--- src/rtl/uart_prog_loader.sv ---
// ---------------------------------------------------------------------------
// uart_prog_loader
//
// Boot sequencer that sits between a UART receiver and the instruction
// memory. Received bytes are packed little-endian into 32-bit words and
// written to consecutive word addresses starting at 0. The CPU core is held
// in reset until WORD_COUNT words are written. It is then released and
// load_done is raised. A reload request restarts the load at any time.
//
// Ports:
//   clk         system clock, all logic on the rising edge
//   rst         synchronous active-high reset
//   rx_data     received byte, qualified by rx_valid
//   rx_valid    one-cycle strobe, one byte per strobe
//   reload      one-cycle request to restart loading from address 0
//   imem_we     instruction-memory write enable, one pulse per word
//   imem_addr   word address of the write (held between pulses)
//   imem_wdata  assembled word (held between pulses)
//   cpu_rst     reset to the CPU core, high while loading
//   load_done   high while the CPU runs a fully loaded image
//   timeout_err sticky flag: a partial word was discarded on timeout
// ---------------------------------------------------------------------------
module uart_prog_loader #(
  parameter int WORD_COUNT     = 16,
  parameter int ADDR_WIDTH     = 8,
  parameter int TIMEOUT_CYCLES = 1000
) (
  input  logic                  clk,
  input  logic                  rst,
  input  logic [7:0]            rx_data,
  input  logic                  rx_valid,
  input  logic                  reload,
  output logic                  imem_we,
  output logic [ADDR_WIDTH-1:0] imem_addr,
  output logic [31:0]           imem_wdata,
  output logic                  cpu_rst,
  output logic                  load_done,
  output logic                  timeout_err
);

  typedef enum logic [1:0] {
    LOAD  = 2'd0,
    DRAIN = 2'd1,
    RUN   = 2'd2
  } state_t;

  localparam int GAP_W = $clog2(TIMEOUT_CYCLES + 1);

  // The word index is one bit wider than the address so that it can hold
  // WORD_COUNT itself when WORD_COUNT == 2**ADDR_WIDTH.
  localparam logic [ADDR_WIDTH:0] LAST_IDX = (ADDR_WIDTH + 1)'(WORD_COUNT - 1);
  localparam logic [ADDR_WIDTH:0] IDX_ONE  = (ADDR_WIDTH + 1)'(1);

  // The timeout fires on the idle cycle that would bring the gap count to
  // TIMEOUT_CYCLES, so the counter itself never needs to hold that value.
  localparam logic [GAP_W-1:0] GAP_LAST = GAP_W'(TIMEOUT_CYCLES - 1);
  localparam logic [GAP_W-1:0] GAP_ONE  = GAP_W'(1);

  state_t                state_reg, state_next;
  logic [ADDR_WIDTH:0]   word_idx_reg, word_idx_next;
  logic [1:0]            byte_cnt_reg, byte_cnt_next;
  logic [GAP_W-1:0]      gap_reg, gap_next;
  logic [31:0]           word_buf_reg, word_buf_next;

  logic                  imem_we_reg, imem_we_next;
  logic [ADDR_WIDTH-1:0] imem_addr_reg, imem_addr_next;
  logic [31:0]           imem_wdata_reg, imem_wdata_next;
  logic                  cpu_rst_reg, cpu_rst_next;
  logic                  load_done_reg, load_done_next;
  logic                  timeout_err_reg, timeout_err_next;

  // Word buffer with the incoming byte merged into the lane selected by
  // byte_cnt. When byte_cnt is 3 this is the complete word to be written.
  logic [31:0]           assembled;

  generate
    for (genvar gi = 0; gi < 4; gi++) begin : g_lane
      assign assembled[gi*8 +: 8] = (byte_cnt_reg == 2'(gi)) ? rx_data
                                                              : word_buf_reg[gi*8 +: 8];
    end
  endgenerate

  // -------------------------------------------------------------------------
  // State and output registers
  // -------------------------------------------------------------------------
  always_ff @(posedge clk) begin
    if (rst) begin
      state_reg       <= LOAD;
      word_idx_reg    <= '0;
      byte_cnt_reg    <= '0;
      gap_reg         <= '0;
      word_buf_reg    <= '0;
      imem_we_reg     <= 1'b0;
      imem_addr_reg   <= '0;
      imem_wdata_reg  <= '0;
      cpu_rst_reg     <= 1'b1;
      load_done_reg   <= 1'b0;
      timeout_err_reg <= 1'b0;
    end else begin
      state_reg       <= state_next;
      word_idx_reg    <= word_idx_next;
      byte_cnt_reg    <= byte_cnt_next;
      gap_reg         <= gap_next;
      word_buf_reg    <= word_buf_next;
      imem_we_reg     <= imem_we_next;
      imem_addr_reg   <= imem_addr_next;
      imem_wdata_reg  <= imem_wdata_next;
      cpu_rst_reg     <= cpu_rst_next;
      load_done_reg   <= load_done_next;
      timeout_err_reg <= timeout_err_next;
    end
  end

  // -------------------------------------------------------------------------
  // Next-state and next-output logic
  // -------------------------------------------------------------------------
  always_comb begin
    state_next       = state_reg;
    word_idx_next    = word_idx_reg;
    byte_cnt_next    = byte_cnt_reg;
    gap_next         = gap_reg;
    word_buf_next    = word_buf_reg;
    imem_we_next     = 1'b0;
    imem_addr_next   = imem_addr_reg;
    imem_wdata_next  = imem_wdata_reg;
    cpu_rst_next     = cpu_rst_reg;
    load_done_next   = load_done_reg;
    timeout_err_next = timeout_err_reg;

    if (reload) begin
      // Reload beats any byte arriving in the same cycle. A 4th byte here is
      // dropped, so no write pulse follows. A pulse already on the output
      // this cycle is left alone because the write register is not touched.
      state_next       = LOAD;
      word_idx_next    = '0;
      byte_cnt_next    = '0;
      gap_next         = '0;
      cpu_rst_next     = 1'b1;
      load_done_next   = 1'b0;
      timeout_err_next = 1'b0;
    end else begin
      case (state_reg)
        LOAD: begin
          if (rx_valid) begin
            gap_next      = '0;
            word_buf_next = assembled;
            if (byte_cnt_reg == 2'd3) begin
              imem_we_next    = 1'b1;
              imem_addr_next  = word_idx_reg[ADDR_WIDTH-1:0];
              imem_wdata_next = assembled;
              byte_cnt_next   = '0;
              word_idx_next   = word_idx_reg + IDX_ONE;
              if (word_idx_reg == LAST_IDX) begin
                state_next = DRAIN;
              end
            end else begin
              byte_cnt_next = byte_cnt_reg + 2'd1;
            end
          end else if (byte_cnt_reg != 2'd0) begin
            // Idle cycle inside a partial word.
            if (gap_reg == GAP_LAST) begin
              byte_cnt_next    = '0;
              gap_next         = '0;
              timeout_err_next = 1'b1;
            end else begin
              gap_next = gap_reg + GAP_ONE;
            end
          end
        end

        DRAIN: begin
          // The last word's write pulse is on the outputs during this cycle.
          // The core is released on the following cycle.
          state_next     = RUN;
          cpu_rst_next   = 1'b0;
          load_done_next = 1'b1;
        end

        RUN: begin
          // Bytes are ignored until a reload request arrives.
        end

        default: begin
          state_next = LOAD;
        end
      endcase
    end
  end

  assign imem_we     = imem_we_reg;
  assign imem_addr   = imem_addr_reg;
  assign imem_wdata  = imem_wdata_reg;
  assign cpu_rst     = cpu_rst_reg;
  assign load_done   = load_done_reg;
  assign timeout_err = timeout_err_reg;

endmodule

--- config.mk ---
export PLATFORM = sky130hd
export DESIGN_NAME = uart_prog_loader
export DESIGN_NICKNAME = d
export VERILOG_FILES = /design/src/rtl/uart_prog_loader.sv
export SDC_FILE = /design/constraint.sdc
export NUM_CORES = 1
export LEC_CHECK = 0
export CORE_MARGIN = 2
export CORE_UTILIZATION = 50
export DETAILED_ROUTE_END_ITERATION = 8
export PLACE_DENSITY = 0.74
export SETUP_SLACK_MARGIN = 0.3
export SYNTH_ARGS = -nofsm -noshare
export SYNTH_HDL_FRONTEND = slang
export SYNTH_SLANG_ARGS = --single-unit
--- constraint.sdc ---
create_clock -name clk -period 2.5 [get_ports clk]
set_input_delay 0.75 -clock clk [delete_from_list [all_inputs] [get_ports clk]]
set_output_delay 0.75 -clock clk [all_outputs]
set_load 0.01 [all_outputs]
After elaboration in Yosys (flattened, before gate mapping)
Cells that the tools add are included.

Register bits after elaboration: 99. Bits in latches: 0. Memory bits (writable): 0. Memory bits (read-only): 0. Bits of input ports: 12. Output and inout port bits: 44. Memories: 0.

$add $sub $neg: 3. Multipliers: 0. Div/mod/pow operators: 0. $lt $le $gt $ge: 0. Equal/unequal tests: 10. Shift operators: 0. Mux-type cells: 16. Bitwise logic cells: 4. Reductions and logical operators: 14.

Operator list (count): 2-to-1 mux 8 bit (4); 2-to-1 mux 10 bit (3); 2-to-1 mux 2 bit (7); AND reduction 4 bit (3); adder 10 x 1 -> 10 bit, second input constant (1); == test 10 bit, second input constant (1); adder 9 x 1 -> 9 bit, second input constant (1); == test 9 x 4 -> 1 bit, second input constant (1); AND reduction 3 bit (3); == test 2 bit, second input constant (3); inequality test 2 bit, second input constant (3); one-hot mux 2 bit (3 select lines) (1); nonzero test 2 bit (3); == test 2 x 1 -> 1 bit, second input constant (2); zero test 2 bit (2); inverter 1 bit (4); OR reduction 4 bit (1); adder 2 x 1 -> 2 bit, second input constant (1); AND reduction 2 bit (1); OR reduction 2 bit (1); 2-to-1 mux 1 bit (1).

Logic depth before layout (Yosys ltp)
Gate-level depths: netlist of run 1.

Depth after elaboration: 5. Depth in mapped cells: 7.

Least setup slack after synthesis of run 1
Ideal clock, no wire load.

Path type: input port to flip-flop. Start: in rx_valid. End: reg gap_reg[9]. Library setup time: 0.067 ns. Arrival: 1.878 ns. Path slack: 0.556 ns. Cell stages on the path: 5. Cells stage by stage: buf_6 -> nor2b_2 -> or4_4 -> or3_1 -> a21oi_2.

Cells in the longest elaborated chain, start to end: 2. Elaborated cells between the ends (all ways): 3. Those cells by class: mux: 1; reduce/logical: 2.

Ends and longest elaborated chain: start: declaration (line 31) `input logic rx_valid,`; nonzero test 2 bit (no line); AND reduction 2 bit (no line); end signal: assignment (line 103) `gap_reg <= gap_next;`; end: declaration (line 62) `logic [GAP_W-1:0] gap_reg, gap_next;`.

Several ways; a longest one is shown, not always the timed one. A chain may end at the register's enable or synchronous reset.

Final worst setup path of run 1
Start: in rx_valid. End: reg word_idx_reg[7].

Cells in the longest elaborated chain, start to end: 1.

Ends and longest elaborated chain: AND reduction 3 bit (no line); end signal: assignment (line 101) `word_idx_reg <= word_idx_next;`; end: declaration (line 60) `logic [ADDR_WIDTH:0] word_idx_reg, word_idx_next;`.

No other way between the ends.

==> results of run 1 <==
[metrics by stage]
step / setup WS (ps) / cell area, sq um / hold WS (ps)
6_report: 434.7 / 4698 / 458.6
5_1_grt: 302.6 / 4698 / 474.8
4_1_cts: 445.8 / 4698 / 458.8
3_5_place_dp: 83.99 / 4472 / 446.5
3_3_place_gp: 104.9 / 4472 / 441.7
2_1_floorplan: 555.7 / 3832 / 435.7
[worst register-to-register path, cell delays in order, from the launching register on]
cell and delay (ps):
dfxtp_1 410, inv_1 90, ha_1 220, nor2b_2 170, or4_4 490, or3_1 370, a21oi_2 130
[logic make-up (layout without fill, tap and decap cells)]
kind of cell | Yosys count | after routing
multiplexers | 25 | 25
adder cells (fa/ha/maj) | 6 | 6
XOR/XNOR | 13 | 13
flip-flops | 91 | 91
buffers and inverters | 37 | 90
AO/OA/AOI/OAI | 84 | 84
AND/OR/NAND/NOR | 181 | 181
[power groups by stage]
stage | combinational [mW] | clock [mW] | sequential [mW]
after floorplan | 0.0889 | 0 | 1.50
after global placement | 0.150 | 0 | 1.50
after detailed placement | 0.151 | 0 | 1.50
after CTS | 0.152 | 1.13 | 1.47
after global routing | 0.165 | 1.18 | 1.47
final | 0.153 | 1.11 | 1.47
[cell usage after synthesis, types with 3 or more instances]
cell type / number
nor2_1: 45
inv_1: 6
or3_1: 4
a211oi_1: 24
nand4_1: 8
xor2_1: 7
ha_1: 6
dfxtp_1: 91
nand3_1: 32
mux2i_1: 25
clkbuf_1: 16
nor4_2: 3
buf_2: 11
xnor2_1: 6
a21oi_1: 45
o21ai_0: 6
nand2_1: 69
[final timing paths]
check                         from               end  depth (start not counted)
setup reg to reg   byte_cnt_reg[0]        gap_reg[9]                          6
hold reg to reg   word_buf_reg[15]  word_buf_reg[15]                          2
hold / removal    word_buf_reg[15]  word_buf_reg[15]                          2
setup / recovery          rx_valid   word_idx_reg[7]                          7
[routing by layer]
layer  track usage, %  vias to the layer above  routed length (um)
met3            4.398                       10                 451
met2            31.37                       86                3792
met4            8.081                        0                 123
li1                 -                     1615                   -
met1            28.66                     1486                4020
met5                0                        -                   0
[final cells by class]
class                           count  area (sq um)
Inverter                            6         22.52
Multi-Input combinational cell    309          1836
Clock inverter                      5         85.08
Tap cell                           99         123.9
Fill cell                         603          2633
Timing Repair Buffer               68         668.1
Clock buffer                       11         141.4
Sequential cell                    91          1822
==> flow_summary.ini, run 1 <==
[outcome]
status = completed

[placed_design]
placed_cells = 573
dp_hpwl_mm = 5.511
gp_congestion = 0.9284
port_buffers = 55

[route]
drtAntennaViolNets = 0
routed_wl_mm = 8.387
via_count = 3197
vias_per_cell = 5.428
drtPass1Iterations = 5
drcViolationCount = 0
wl_per_cell_um = 14.24
drtIter0Drc = 160

[logic_synthesis]
synthXorXnorAreaFrac_pct = 2.971
synth_top_family_by_area = simple AND/OR/NAND/NOR gates
synth_top_area_share_pct = 47.54
synth.distinct_cells = 43
yosys.area_share.simple_pct = 23.25
synth_area_leaders = dfxtp_1 (48%), nand2_1 (6.8%), mux2i_1 (6.5%)
yosysSeqAreaShare_pct = 47.54
ys_ff_latch = 91
async_flop_share_pct = 0
synth_largest_area_cell = dfxtp_1
avgSynthCellArea_sq_um = 8.770
yosysWarnings = 0
synth_enable_flop_cells = 0
synth_compound_area_share_pct = 13.19
ys.flop_type = dfxtp_1
synth_fp_nets = 455
syn_area_sq_um = 3832
yosys.area_share.adder_pct = 1.959
synthMuxAreaShare_pct = 6.530
synthCells = 437

[floorplanning]
start_util_pct = 52.28
pin_count = 56
design.die.area_sq_um = 8381
placementRows = 31
core_sq_um = 7331
die_y_um = 91.55
dieWidth_um = 91.55

[timing]
drv_slew = 0
finalHoldViolCount = 0
min_period_ps = 2065
max_freq_mhz = 484.2
rsz0062_at_grt = no
finalSetupViolCount = 0
timing.final.crit_share_pct = 82.61
tightest_slew_ps = 510.9
fin_setup_tns_ps = 0
clock_skew_ps = 8.359
relSlewSlack_pct = 65.48

[power_and_ir_drop]
power_frac_comb_pct = 5.6
p_leak_nw = 1.515
max-vdd-ir-drop_mv = 0.3826
p_seq_share_pct = 53.6
sw_frac_of_total_pct = 22.69
net-switching-power_uw = 620.1
p_int_mw = 2.113
p_clk_share_pct = 40.8
p_per_area_nw_per_um2 = 581.8
p_total_mw = 2.733

[hold_path]
hp-class = flop to flop

[clock_tree]
cts.sinks = 91
cts_resized = 0
root_buffer = clkbuf_8
clk_pin_slew_ps = 90
insertion_delay_ps = 360
htreeDepth = 3
cts_made_buffers = 9
cts_tree = yes
post-cts-setup-buffer-count = 0
cts_buffer_depth = 2
cts_hold_buf = 0

[cells_and_area]
antenna_cells = 0
area_delta_synth_final_pct = 22.59
fin_util_pct = 64.09
fin_nets = 503
drive_gt1_share_pct = 8.776
final_cell_mix = dfxtp_1 (91), nand2_1 (69), clkdlybuf4s50_1 (54), a21oi_1 (45), nor2_1 (45)
largest_register_ff_count = 32
final_common_cell = dfxtp_1
fin_cells = 589

[worst_setup_path]
critical_path_class = input port to flop
crit_family = buffers and inverters
crit_path_end_kind = flop
worstPathArrival_ps = 2300
path_max_fanout = 10
path_cells = clkdlybuf4s50_1 -> buf_4 -> nand4bb_4 -> buf_4 -> nor4_2 -> xnor2_1 -> nor2_1
cp-start-kind = input port
crit_top_cell = buf_4
r2r_slack_ps = 560
cp_slowest_stage_delay_ps = 490
crit_required_ps = 2740
path_buf_inv = 3
crit_path_top_delay_cell = clkdlybuf4s50_1

[global_route]
grt_max_degree = 57
overflow = 0
grt_pass1_wl_mm = 13.99
grt_pass1_vias = 2864
track_usage_pct = 20.68
antenna_found_initial = 0

[flow_run]
maxCapViolCount = 0
(Power assumes the default switching activity.)
==> run 2: changes to the inputs <==
--- a/config.mk
+++ b/config.mk
@@ -6,9 +6,9 @@
 export NUM_CORES = 1
 export LEC_CHECK = 0
 export CORE_MARGIN = 2
-export CORE_UTILIZATION = 50
+export CORE_UTILIZATION = 48
 export DETAILED_ROUTE_END_ITERATION = 8
-export PLACE_DENSITY = 0.74
+export PLACE_DENSITY = 0.75
 export SETUP_SLACK_MARGIN = 0.3
 export SYNTH_ARGS = -nofsm -noshare
 export SYNTH_HDL_FRONTEND = slang
==> constraint.sdc (replaced) <==
create_clock -name clk -period 1.75 [get_ports clk]
set_input_delay 0.525 -clock clk [delete_from_list [all_inputs] [get_ports clk]]
set_output_delay 0.525 -clock clk [all_outputs]
set_load 0.01 [all_outputs]
==> flow_summary.ini, run 2 (same netlist as run 1, synthesis figures left out) <==
[outcome]
status = completed

[worst_setup_path]
cp-start-kind = flop
r2r_end = imem_wdata[11]
crit_family = buffers and inverters
crit_path_end_kind = flop
r2r_cells = 8
crit_path_top_delay_cell = dfxtp_4
rr_startpoint = byte_cnt_reg[0]
crit_required_ps = 2020
path_cells = buf_4 -> ha_4 -> nand4bb_4 -> nor2_4 -> buf_6 -> bufbuf_16 -> nor2_1 -> a211oi_2
r2r_slack_ps = 110
path_buf_inv = 3
path_max_fanout = 7
cp_slowest_stage_delay_ps = 370
worstPathArrival_ps = 1920
critical_path_class = flop to flop

[global_route]
grt_pass1_wl_mm = 17.21
track_usage_pct = 25.17
grt_pass1_vias = 3484
overflow = 0
grt_max_degree = 64
antenna_found_initial = 0

[cells_and_area]
final_common_cell = nand2_1
drive_gt1_share_pct = 44.83
fin_nets = 564
area_delta_synth_final_pct = 45.48
fin_cells = 653
fillers = 519
final_cell_mix = nand2_1 (64), dfxtp_1 (45), nor2_1 (43), dfxtp_2 (43), buf_4 (43)
antenna_cells = 0
largest_register_ff_count = 32

[hold_path]
holdPathStages = 2
worstHoldEndpoint = imem_wdata[29]
min-delay-start = imem_wdata[29]
hp-class = flop to flop

[placed_design]
dp_hpwl_mm = 5.997
place_ws_ps = -357.6
port_buffers = 55
placed_cells = 600
gp_congestion = 0.8599

[clock_tree]
cts.sinks = 91
insertion_delay_ps = 360
cts_tree = yes
clk_pin_slew_ps = 100
cts_made_buffers = 9
cts_buffer_depth = 2
htreeDepth = 3
root_buffer = clkbuf_8

[floorplanning]
design.die.area_sq_um = 8715
start_util_pct = 49.60
core_sq_um = 7727
dieWidth_um = 93.36
die_y_um = 93.36
pin_count = 56
placementRows = 32

[route]
vias_per_cell = 5.640
routed_wl_mm = 11.33
via_count = 3683
drcViolationCount = 0
drtIter0Drc = 244
drtPass1Iterations = 5
drtAntennaViolNets = 0
wl_per_cell_um = 17.34

[timing]
finalWorstSetupSlack_ps = 107.7
clock_skew_ps = 9.943
fin_setup_tns_ps = 0
finalSetupViolCount = 0
tightest_slew_ps = 374.4
finalHoldViolCount = 0
relSlewSlack_pct = 74.96
holdWs_ps = 461.6
rsz0062_at_grt = yes
timing.final.crit_share_pct = 93.84
drv_slew = 0
max_freq_mhz = 608.9
min_period_ps = 1642

[power_and_ir_drop]
p_total_mw = 3.850
p_leak_nw = 2.085
p_per_area_nw_per_um2 = 690.6
max-vdd-ir-drop_mv = 0.5281

[flow_run]
maxCapViolCount = 0
[run 2: cell count changes in the layout (fill, tap and decap cells not counted), moves of 11 or more]
| cell | change |
|---|---|
| a211oi_2 | +14 |
| clkdlybuf4s50_1 | -46 |
| buf_6 | +14 |
| a21oi_2 | +11 |
| buf_2 | +34 |
| dfxtp_2 | +43 |
| a211oi_1 | -14 |
| buf_4 | +32 |
| a21oi_1 | -11 |
| dfxtp_1 | -46 |
[run 2: stage by stage]
| step | util, % | cell area [sq um] |
|---|---|---|
| after CTS | 70.73 | 5465 |
| after global routing | 72.15 | 5575 |
| after global placement | 61.88 | 4782 |
| final | 72.15 | 5575 |
| after floorplan | - | 3991 |
| after detailed placement | 61.88 | 4782 |
[run 2: worst max path at each step]
stage	start	end	slack, ps	cells after the start
after floorplan	rx_valid	gap_reg[9]	170	5
after global placement	rx_valid	gap_reg[9]	-350	6
after detailed placement	rx_valid	gap_reg[9]	-360	6
after CTS	byte_cnt_reg[0]	gap_reg[9]	100	6
after global routing	byte_cnt_reg[0]	gap_reg[9]	40	6
final	byte_cnt_reg[0]	imem_wdata[11]	110	8
[run 2: layer usage]
layer	GRT usage (%)	vias to the layer above	wire, um
li1	-	1744	-
met1	32.84	1776	4684
met2	41.73	142	5705
met3	4.351	21	715
met4	9.436	0	220
met5	0	-	0
[run 2: power breakdown]
| group | switching, mW | internal, mW |
|---|---|---|
| registers | 0.00989 | 2.08 |
| clock network | 0.761 | 0.667 |
| logic | 0.191 | 0.141 |
[run 2: area by class of cell]
| type | count | area (sq um) | area share (%) |
|---|---|---|---|
| inverter | 6 | 25.02 | 0.4488 |
| tap | 102 | 127.6 | 2.289 |
| clock inverter | 5 | 61.31 | 1.100 |
| timing repair buffer | 125 | 1146 | 20.56 |
| multi-input combinational | 313 | 2197 | 39.41 |
| sequential | 91 | 1887 | 33.84 |
| clock buffer | 11 | 131.4 | 2.356 |
[run 2: worst register-to-register path, stage by stage, from the launching register on]
cell	delay [ps]
dfxtp_4	370
buf_4	140
ha_4	150
nand4bb_4	140
nor2_4	140
buf_6	130
bufbuf_16	250
nor2_1	50
a211oi_2	200
[run 2: what timing repair did]
| action | 4_1_cts | 5_1_grt |
|---|---|---|
| gates cloned | 10 | 1 |
| gates resized for setup | 207 | 85 |
| hold buffers | 0 | 0 |
| pin swaps | 28 | 14 |
| buffers inserted | 19 | 7 |
| endpoints found under the setup margin | 133 | 116 |
